==> config.mk <==
export PLATFORM = sky130hd
export DESIGN_NAME = qick_cmd_arb
export DESIGN_NICKNAME = d
export VERILOG_FILES = /design/src/rtl/qick_cmd_arb_pkg.sv /design/src/rtl/qick_cmd_fifo.sv /design/src/rtl/qick_cmd_arb.sv
export SDC_FILE = /design/constraint.sdc
export NUM_CORES = 2
export LEC_CHECK = 0
export ABC_CLOCK_PERIOD_IN_PS = 9900
export CAP_MARGIN = 20
export CORE_ASPECT_RATIO = 0.6
export CORE_MARGIN = 1.5
export CORE_UTILIZATION = 45
export CTS_BUF_LIST = sky130_fd_sc_hd__clkbuf_4 sky130_fd_sc_hd__clkbuf_8
export DETAILED_ROUTE_END_ITERATION = 7
export PLACE_DENSITY = 0.68
export SYNTH_ARGS = -nofsm -noshare
export SYNTH_HDL_FRONTEND = slang
export SYNTH_SLANG_ARGS = --single-unit
==> constraint.sdc <==
create_clock -name clk_i -period 9.9 [get_ports clk_i]
set_input_delay 0.99 -clock clk_i [delete_from_list [all_inputs] [get_ports clk_i]]
set_output_delay 0.99 -clock clk_i [all_outputs]
set_load 0.01 [all_outputs]
==> src/rtl/qick_cmd_arb_pkg.sv <==
// Shared types and the source-selection helper for the qick_cmd_arb command arbiter.
package qick_cmd_arb_pkg;

    localparam int unsigned SRC_IW     = 3;
    localparam int unsigned CNT_W      = 8;
    localparam int unsigned CMD_OP_DW  = 5;
    localparam int unsigned CMD_DT_QTY = 4;

    typedef enum logic {
        IDLE,
        REQ
    } state_t;

    typedef struct packed {
        logic [CMD_OP_DW-1:0]        op;
        logic [CMD_DT_QTY-1:0][31:0] dt;
    } cmd_t;

    // Returns {found, index}: first set bit of req at or after base, wrapping at qty.
    function automatic logic [SRC_IW:0] rr_pick(
        input logic [7:0]        req,
        input logic [SRC_IW-1:0] base,
        input int unsigned       qty
    );
        logic [SRC_IW:0] res;
        int unsigned     idx;
        res = '0;
        for (int unsigned i = 0; i < 8; i++) begin
            if (i < qty) begin
                idx = 32'(base) + i;
                if (idx >= qty) idx = idx - qty;
                if (req[idx[2:0]] && !res[SRC_IW]) res = {1'b1, idx[2:0]};
            end
        end
        return res;
    endfunction

endpackage

==> src/rtl/qick_cmd_fifo.sv <==
// Single-clock first-word-fall-through FIFO holding one packed {op, data} command per entry.
module qick_cmd_fifo
    import qick_cmd_arb_pkg::*;
#(
    parameter int unsigned W  = 133,
    parameter int unsigned AW = 3
) (
    input  logic         clk_i,
    input  logic         rst_ni,
    input  logic         push_i,
    input  logic [W-1:0] data_i,
    input  logic         pop_i,
    output logic [W-1:0] data_o,
    output logic         full_o,
    output logic         empty_o
);

    localparam int unsigned DEPTH = 2**AW;

    logic [W-1:0]  mem [DEPTH];
    logic [AW-1:0] wr_ptr_q, rd_ptr_q;
    logic [AW:0]   cnt_q;
    logic          do_push, do_pop;

    assign full_o  = (cnt_q == (AW+1)'(DEPTH));
    assign empty_o = (cnt_q == '0);
    assign do_push = push_i & ~full_o;
    assign do_pop  = pop_i & ~empty_o;
    assign data_o  = mem[rd_ptr_q];

    always_ff @(posedge clk_i) begin
        if (do_push) mem[wr_ptr_q] <= data_i;
    end

    always_ff @(posedge clk_i or negedge rst_ni) begin
        if (!rst_ni) begin
            wr_ptr_q <= '0;
            rd_ptr_q <= '0;
            cnt_q    <= '0;
        end else begin
            if (do_push) wr_ptr_q <= wr_ptr_q + 1'b1;
            if (do_pop)  rd_ptr_q <= rd_ptr_q + 1'b1;
            cnt_q <= cnt_q + (AW+1)'(do_push) - (AW+1)'(do_pop);
        end
    end

endmodule

==> src/rtl/qick_cmd_arb.sv <==
// Multi-source command arbiter: per-source FIFOs feeding a req/ack executor port.
// Define QICK_CMD_ARB_PRIO_EN for fixed lowest-index priority instead of round-robin.
module qick_cmd_arb
    import qick_cmd_arb_pkg::*;
#(
    parameter int unsigned SRC_QTY = 2,
    parameter int unsigned OP_DW   = 5,
    parameter int unsigned DT_QTY  = 4,
    parameter int unsigned FIFO_AW = 3
) (
    input  logic                        clk_i,
    input  logic                        rst_ni,
    input  logic [SRC_QTY-1:0]          src_en_i,
    input  logic [SRC_QTY*OP_DW-1:0]    src_op_i,
    input  logic [SRC_QTY*DT_QTY*32-1:0] src_dt_i,
    output logic [SRC_QTY-1:0]          src_full_o,
    output logic                        cmd_req_o,
    input  logic                        cmd_ack_i,
    output logic [OP_DW-1:0]            cmd_op_o,
    output logic [DT_QTY*32-1:0]        cmd_dt_o,
    output logic [SRC_IW-1:0]           cmd_src_o,
    output logic [SRC_QTY-1:0]          cmd_ovf_o,
    input  logic                        ovf_clr_i,
    output logic [SRC_QTY*CNT_W-1:0]    cmd_cnt_do
);

    localparam int unsigned CW = OP_DW + DT_QTY*32;

    logic [CW-1:0]        fifo_dout [SRC_QTY];
    logic [SRC_QTY-1:0]   fifo_full, fifo_empty, fifo_pop;
    logic [CW-1:0]        sel_cmd;
    logic [SRC_IW:0]      pick;
    logic [SRC_IW-1:0]    grant_idx, rr_base;
    logic                 grant_any, load, done;
    state_t               state_q, state_d;
    logic [OP_DW-1:0]     op_q;
    logic [DT_QTY*32-1:0] dt_q;
    logic [SRC_IW-1:0]    src_q;
    logic [SRC_QTY-1:0]   ovf_q;
    logic [CNT_W-1:0]     cnt_q [SRC_QTY];

    for (genvar s = 0; s < SRC_QTY; s++) begin : g_src
        qick_cmd_fifo #(
            .W  (CW),
            .AW (FIFO_AW)
        ) u_fifo (
            .clk_i   (clk_i),
            .rst_ni  (rst_ni),
            .push_i  (src_en_i[s]),
            .data_i  ({src_op_i[s*OP_DW +: OP_DW], src_dt_i[s*DT_QTY*32 +: DT_QTY*32]}),
            .pop_i   (fifo_pop[s]),
            .data_o  (fifo_dout[s]),
            .full_o  (fifo_full[s]),
            .empty_o (fifo_empty[s])
        );
        assign cmd_cnt_do[s*CNT_W +: CNT_W] = cnt_q[s];
    end

    assign src_full_o = fifo_full;
    assign pick       = rr_pick(8'(~fifo_empty), rr_base, SRC_QTY);
    assign grant_any  = pick[SRC_IW];
    assign grant_idx  = pick[SRC_IW-1:0];

`ifdef QICK_CMD_ARB_PRIO_EN
    assign rr_base = '0;
`else
    logic [SRC_IW-1:0] rr_ptr_q;

    always_ff @(posedge clk_i or negedge rst_ni) begin
        if (!rst_ni) begin
            rr_ptr_q <= '0;
        end else if (load) begin
            rr_ptr_q <= (grant_idx == SRC_IW'(SRC_QTY-1)) ? '0 : grant_idx + 1'b1;
        end
    end

    assign rr_base = rr_ptr_q;
`endif

    always_comb begin
        sel_cmd = '0;
        for (int unsigned s = 0; s < SRC_QTY; s++) begin
            if (grant_idx == SRC_IW'(s)) sel_cmd = fifo_dout[s];
        end
    end

    always_comb begin
        state_d  = state_q;
        fifo_pop = '0;
        load     = 1'b0;
        done     = 1'b0;
        case (state_q)
            IDLE: begin
                if (grant_any) begin
                    load    = 1'b1;
                    state_d = REQ;
                    for (int unsigned s = 0; s < SRC_QTY; s++) begin
                        fifo_pop[s] = (grant_idx == SRC_IW'(s));
                    end
                end
            end
            REQ: begin
                if (cmd_ack_i) begin
                    done    = 1'b1;
                    state_d = IDLE;
                end
            end
            default: state_d = IDLE;
        endcase
    end

    always_ff @(posedge clk_i or negedge rst_ni) begin
        if (!rst_ni) begin
            state_q <= IDLE;
            op_q    <= '0;
            dt_q    <= '0;
            src_q   <= '0;
        end else begin
            state_q <= state_d;
            if (load) begin
                op_q  <= sel_cmd[CW-1 -: OP_DW];
                dt_q  <= sel_cmd[DT_QTY*32-1:0];
                src_q <= grant_idx;
            end
        end
    end

    // A same-cycle overflow wins over the clear.
    always_ff @(posedge clk_i or negedge rst_ni) begin
        if (!rst_ni) begin
            ovf_q <= '0;
        end else begin
            ovf_q <= (ovf_clr_i ? '0 : ovf_q) | (src_en_i & fifo_full);
        end
    end

    always_ff @(posedge clk_i or negedge rst_ni) begin
        if (!rst_ni) begin
            for (int unsigned s = 0; s < SRC_QTY; s++) cnt_q[s] <= '0;
        end else if (done) begin
            for (int unsigned s = 0; s < SRC_QTY; s++) begin
                if (src_q == SRC_IW'(s)) cnt_q[s] <= cnt_q[s] + 1'b1;
            end
        end
    end

    assign cmd_req_o = (state_q == REQ);
    assign cmd_op_o  = op_q;
    assign cmd_dt_o  = dt_q;
    assign cmd_src_o = src_q;
    assign cmd_ovf_o = ovf_q;

endmodule

After elaboration in Yosys (flattened, before gate mapping)
Memories as Yosys holds them, arrays and structs flattened.
Cells that the tools add are included.
- RAM bits: 2128
- register bits: 178
- memories: 2
- logic and storage cells: 82
- input port bits: 272
- latch bits: 0
- output and inout port bits: 157
- bits in read-only memories: 0
- multiply operators: 0
- muxes and demuxes: 24
- magnitude comparators: 4
- divide/modulo/power cells: 0
- bitwise gates (word level): 12
- reductions and logical operators: 8
- $add $sub $neg: 14
- equality and inequality tests: 4
- shift operators: 0
- memory list (memory ; words ; bits a word ; rd ports ; clocked after memory_dff ; wr ports ; RTL line ; source):
    g_src[0].u_fifo.mem ; 8 ; 133 ; 1 ; 0 ; 1 ; qick_cmd_fifo.sv:20 ; logic [W-1:0] mem [DEPTH];
    g_src[1].u_fifo.mem ; 8 ; 133 ; 1 ; 0 ; 1 ; qick_cmd_fifo.sv:20 ;
- operator list (cell ; count):
    $mux 133 ; 2
    $add 8x1->8 const B ; 2
    $add 3x1->3 const B ; 5
    $mux 1 ; 11
    $mux 3 ; 3
    $add 4x1->4 ; 2
    $eq 4x4->1 const B ; 2
    $logic_not 4->1 ; 2
    $lt 3x4->1 const B ; 2
    $mux 4 ; 2
    $not 2->8 ; 1
    $sub 4x1->4 ; 2
    $bmux 1 s3 ; 2
    $eq 3x1->1 const B ; 2
    $logic_not 3->1 ; 2
    $mux 2 ; 3
    $sub 3x2->3 const B ; 2
    $not 1->1 ; 5
    $add 3x1->4 const B ; 1
    $and 1x1->1 ; 4
    $ge 4x2->1 const B ; 1
    $reduce_and 2->1 ; 2
    $ge 3x2->1 const B ; 1
    $and 2x2->2 ; 1
    4 further kinds ; 4

Longest topological paths before layout
- depth in word-level cells: 13
- depth in mapped cells: 14
- mapped depth without buffers: 12

By module
From an unflattened synthesis, not the netlist that was laid out.
- cells, all modules: 3892
- area total of the unflattened synthesis: 89296.9 sq um
- modules (own cells, without submodules) (module ; sequential area each (sq um) ; times used ; cells an instance ; area an instance (sq um)):
    qick_cmd_fifo at g_src[0].u_fifo ; 32200.9 ; 1 ; 1595 ; 40954.3
    qick_cmd_fifo at g_src[1].u_fifo ; 32200.9 ; 1 ; 1595 ; 40951.8
    qick_cmd_arb ; 3953.8 ; 1 ; 702 ; 7390.8

Worst setup path after synthesis
Ideal clock, no wire load.
- path type: input to register
- start point: input src_en_i[1]
- end point: memory g_src[1].u_fifo.mem[0][0], enable pin
- path slack: -1.319 ns
- path buffers: 1
- setup time: 0.788 ns
- required time: 9.112 ns
- cell stages on the path: 4
- data arrival time: 10.431 ns
- cell sequence: nor2b_1 clkbuf_1 nand2b_1 nor3_1
- word-level cells in the longest chain between the ends: 3
- ends and longest elaborated chain (element ; RTL line ; source):
    from (decl) ; qick_cmd_arb.sv:13 ; input logic [SRC_QTY-1:0] src_en_i,
    $and 1x1->1 ; qick_cmd_fifo.sv:27 ; assign do_push = push_i & ~full_o;
    net g_src[1].u_fifo.do_push ; qick_cmd_fifo.sv:23 ; logic do_push, do_pop;
    $mux 1 ; qick_cmd_fifo.sv:32 ; if (do_push) mem[wr_ptr_q] <= data_i;
    $mux 1 (implied by the code) ; qick_cmd_fifo.sv:32 ;
    to (decl) ; qick_cmd_fifo.sv:20 ;
The timed path passes the listed nets, and every way through them passes these cells.

Final worst setup path
- start point: register rr_ptr_q[0], in the netlist rr_base[0]
- end point: register dt_q[43], in the netlist cmd_dt_o[43]
- word-level cells in the longest chain between the ends: 11
- elaborated cells between the ends (all ways): 21
- classes of those cells: add/sub: 3; order compare: 2; eq/ne: 1; mux: 12; reduce/logical: 3
- ends and longest elaborated chain (element ; RTL line ; source):
    from (decl) ; qick_cmd_arb.sv:67 ; logic [SRC_IW-1:0] rr_ptr_q;
    from (signal assigned) ; qick_cmd_arb.sv:73 ; rr_ptr_q <= (grant_idx == SRC_IW'(SRC_QTY-1)) ? '0 : grant_idx + 1'b1;
    parallel branches: the longest is 7 deep, another holds $add 3x1->4 ; - ;
    $mux 4 * ; qick_cmd_arb_pkg.sv:32 ; if (req[idx[2:0]] && !res[SRC_IW]) res = {1'b1, idx[2:0]};
    $logic_not 3->1 ; qick_cmd_arb.sv:83 ; if (grant_idx == SRC_IW'(s)) sel_cmd = fifo_dout[s];
    $mux 133 (2 in series) ; qick_cmd_arb.sv:83 ;
    to (signal assigned) ; qick_cmd_arb.sv:122 ; dt_q <= sel_cmd[DT_QTY*32-1:0];
    to (decl) ; qick_cmd_arb.sv:37 ; logic [DT_QTY*32-1:0] dt_q;
Mark *: on every way between the ends. The select of a mux whose other input is x is not followed.
A chain may end at the register's enable or synchronous reset.

==> flow_summary.rst <==
.. list-table::
   :header-rows: 1

   * - Metric
     - Value
   * - Max Clk Rate
     - 232 MHz
   * - Hold violation total from the final report
     - 0
   * - Initial cell density of the core
     - 0.453
   * - Placed cells
     - 6811
   * - Pre-CTS worst setup slack
     - 5.07 ns
   * - Proportion of total power due to net switching
     - 0.304
   * - All-layer global routing usage
     - 0.207
   * - CTS max path bufs
     - 4
   * - 1st-iter DRT viols
     - 4202
   * - Total number of vias
     - 41900
   * - Number of nets with antenna violations after routing
     - 0
   * - CP Buf/Inv Count
     - 3
   * - Nets
     - 4847
   * - Post-synthesis register bit count
     - 2306
   * - Std-Cell Rows
     - 125
   * - Pin count of the biggest net entering global routing
     - 127
   * - Slew margin rel.
     - 0.185
   * - Logic pwr share
     - 0.280
   * - Cell type group with the largest total delay on the critical path
     - buffers and inverters
   * - Commonest cells after routing, fill and taps aside
     - 2128 x edfxtp_1, 532 x mux4_2, 427 x clkdlybuf4s50_1, 382 x clkbuf_8, 288 x nand2_1
   * - H-tree levels
     - 5
   * - Top-level port count
     - 429
   * - Root Buffer
     - clkbuf_8
   * - Final setup violation count
     - 0
   * - Antenna violations before repair
     - 56
   * - Sequence of cells on the critical path
     - clkinv_1 > ha_1 > nor4b_1 > o311ai_2 > o31ai_4 > buf_4 > buf_4 > a32o_1
   * - YS warnings
     - 0
   * - Largest cells by area after synthesis
     - edfxtp_1 73%, mux4_2 14%, dfrtp_1 5.1%
   * - Data required time at the worst endpoint
     - 10.73 ns
   * - Critical Path Start Type
     - flip-flop
   * - Xor-xnor portion of the synthesized cell area
     - 0.00280
   * - Sequential cell area fraction in the yosys report
     - 0.780
   * - Vias in the first global route
     - 42600
   * - Sequential share of power
     - 0.451
   * - Combinational family with the most area after synthesis
     - multiplexers
   * - Part of the power in the clock network
     - 0.269
   * - Clock input transition at the sequential cells of the worst setup and hold paths
     - 0.07 ns
   * - Pins Over Slew Limit
     - 0
   * - Post-detailed-routing wire length
     - 207000 um
   * - Internal
     - 19.9 mW
   * - Post-synthesis compound-gate area fraction
     - 0.0181
   * - Total die area
     - 198000 um2
   * - Top cell type's share of synthesized area
     - 0.729
   * - Global-route wire length before repair
     - 299000 um
   * - Mux cell area share after synthesis
     - 0.168
   * - Total negative slack for setup checks
     - 0 ns
   * - Signal arrival time at the worst endpoint
     - 5.13 ns
   * - Main synth FF type
     - edfxtp_1
   * - Placeable core region
     - 193000 um2
   * - Clock tree from TritonCTS
     - done
   * - Final Util
     - 0.528
   * - Syn Area/Cell
     - 22.4 um2
   * - Number of enable-type register cells in the synthesized netlist
     - 2128
   * - Post-route cell area
     - 102000 um2
   * - Kind of critical path
     - flip-flop to flip-flop
   * - Synthesis-to-finish area growth
     - 16.5%
   * - Shortest period the worst path allows
     - 4.31 ns
   * - Share of synthesized registers carrying an async set or reset
     - 0.0772
   * - Skew-Pair Late Insertion Delay
     - 0.95 ns
   * - Syn Nets
     - 4207
   * - Setup skew after layout
     - 0.0506 ns
   * - Worst min-delay path category
     - flip-flop to flip-flop
   * - Gate Count Post-Synth
     - 3910
   * - Number of input and output port buffers inserted
     - 428
   * - Maximum vdd drop
     - 0.257 mV
   * - Proportion of layout cells with a drive suffix above 1
     - 0.253
   * - Number of maximum-capacitance constraint violations
     - 0
   * - Category of the worst setup path capture point
     - flip-flop
   * - Most used cell along the critical path
     - buf_4
   * - Sw Pwr
     - 8.70 mW
   * - Die height
     - 345 um
   * - Syn Std Cell Area
     - 87600 um2
   * - Slowest Stage Delay on Critical Path
     - 0.79 ns
   * - Total power divided by cell area
     - 281 nW/um2
   * - Leakage component of the power
     - 33.3 nW
   * - Fill count
     - 14700
   * - Detail-routed via count per cell
     - 5.64
   * - Status
     - complete, no violations
   * - Residual DRC count
     - 0
   * - Post-route fraction of the period consumed by the critical path
     - 0.435
   * - Overflow after GRT
     - 0
   * - Die X
     - 573 um
   * - Number of distinct standard cells referenced by the synthesized netlist
     - 51
   * - Critical path's slowest cell
     - o31ai_4
   * - Drt wl/cell
     - 27.9 um
   * - Critical path fanouts, max
     - 59
   * - Most common library cell in the layout ignoring fill and taps
     - edfxtp_1
   * - Slew at the pin closest to its max-slew limit
     - 1.22 ns
   * - Number of detailed-routing iterations run before antenna repair
     - 5
   * - TritonCTS Sinks
     - 2306
   * - Number of buffers inserted during clock tree synthesis
     - 339
   * - Simple-gate area share of the yosys netlist
     - 0.0161
   * - DPL Wire Length
     - 122000 um
   * - Final weighted congestion in routability-driven placement
     - 0.760
   * - Setup repair after global routing missed its margin
     - no
   * - Arithmetic-cell share of the synthesized area counting full adders, half adders and majority gates
     - 0.00374
   * - Cell type with the highest aggregate area in the netlist
     - edfxtp_1
   * - Least setup slack across all paths after layout
     - 5.59 ns
   * - Post-DP Area
     - 95200 um2
   * - Final std cells w/o fill
     - 7436
[cells by family after synthesis]
kind of cell             Yosys count
flip-flops                      2306
multiplexers                     805
AND/OR/NAND/NOR                  345
buffers and inverters            237
AO/OA/AOI/OAI                    164
XOR/XNOR                          28
adder cells (fa/ha/maj)           25
[area by class of cell]
class,count,area [um2],area share
Sequential cell,2306,68400,0.670
Multi-Input combinational cell,1367,18500,0.181
Clock buffer,516,6260,0.0614
Timing Repair Buffer,515,5030,0.0493
Tap cell,2603,3260,0.0319
Clock inverter,88,559,0.00548
Inverter,21,78.8,0.000772
Antenna cell,20,50.0,0.000490
[power groups by stage]
stage	clock (mW)	sequential [mW]	combinational [mW]
4_1_cts	7.87	12.9	8.16
2_1_floorplan	0	13.1	5.51
5_1_grt	8.28	13.0	8.59
3_3_place_gp	0	13.1	8.06
3_5_place_dp	0	13.1	8.14
6_report	7.71	12.9	8.02
[synthesized netlist by cell type (4+ instances only)]
master / number
a21oi_1: 8
a32o_1: 133
and3_1: 7
buf_1: 18
buf_2: 72
buf_4: 4
clkbuf_1: 121
dfrtp_1: 178
edfxtp_1: 2128
ha_1: 23
inv_1: 20
mux2_2: 6
mux2i_1: 267
mux4_2: 532
nand2_1: 288
nand2b_1: 7
nand3_1: 4
nor2_1: 16
nor3_1: 4
o21ai_0: 5
xnor2_1: 16
xor2_1: 12
[timing repair]
action                    in CTS  in global routing
buffers inserted               0                  0
hold buffers                   1                  0
hold endpoints to repair      56                  0
resized for setup              0                  0
[routing by layer]
| metal | vias to the layer above | track usage | wire length, um |
|---|---|---|---|
| li1 | 17700 | - | - |
| met1 | 22300 | 0.295 | 87800 |
| met2 | 1602 | 0.315 | 96300 |
| met3 | 309 | 0.0610 | 18700 |
| met4 | 46 | 0.0511 | 4020 |
| met5 | - | 0 | 308 |
[final timing paths]
path / from / cells past startpoint / to / slack, ns
worst min register to register: cmd_cnt_do[15] / 1 / cmd_cnt_do[15] / 0.48
worst max-delay path: rr_base[0] / 8 / cmd_dt_o[43] / 5.59
min in group asynchronous: rst_ni / 2 / cmd_cnt_do[6] / 0.62
worst max register to register: rr_base[0] / 8 / cmd_dt_o[43] / 5.59
max in group asynchronous: rst_ni / 4 / cmd_dt_o[43] / 7.25
worst min-delay path: cmd_cnt_do[15] / 1 / cmd_cnt_do[15] / 0.48
[worst reg2reg max path: stages (launching register included)]
cell      delay (ns)
dfrtp_1         0.50
clkinv_1        0.31
ha_1            0.34
nor4b_1         0.43
o311ai_2        0.26
o31ai_4         0.79
buf_4           0.43
buf_4           0.79
a32o_1          0.38
[registers in the layout (all words and copies together) (netlist names)]
signal / count
g_src.u_fifo.mem: 2128
cmd_dt_o: 128
cmd_cnt_do: 16
g_src.u_fifo.cnt_q: 8
g_src.u_fifo.rd_ptr_q: 6
g_src.u_fifo.wr_ptr_q: 6
cmd_op_o: 5
cmd_src_o: 3
rr_base: 3
cmd_ovf_o: 2
cmd_req_o: 1
[stage by stage]
stage	hold WS, ns	total power, mW
6_report	0.483	28.6
5_1_grt	0.504	29.9
4_1_cts	0.493	29.0
3_5_place_dp	0.480	21.3
3_3_place_gp	0.465	21.1
2_1_floorplan	0.480	18.6
(Power assumes the default switching activity.)
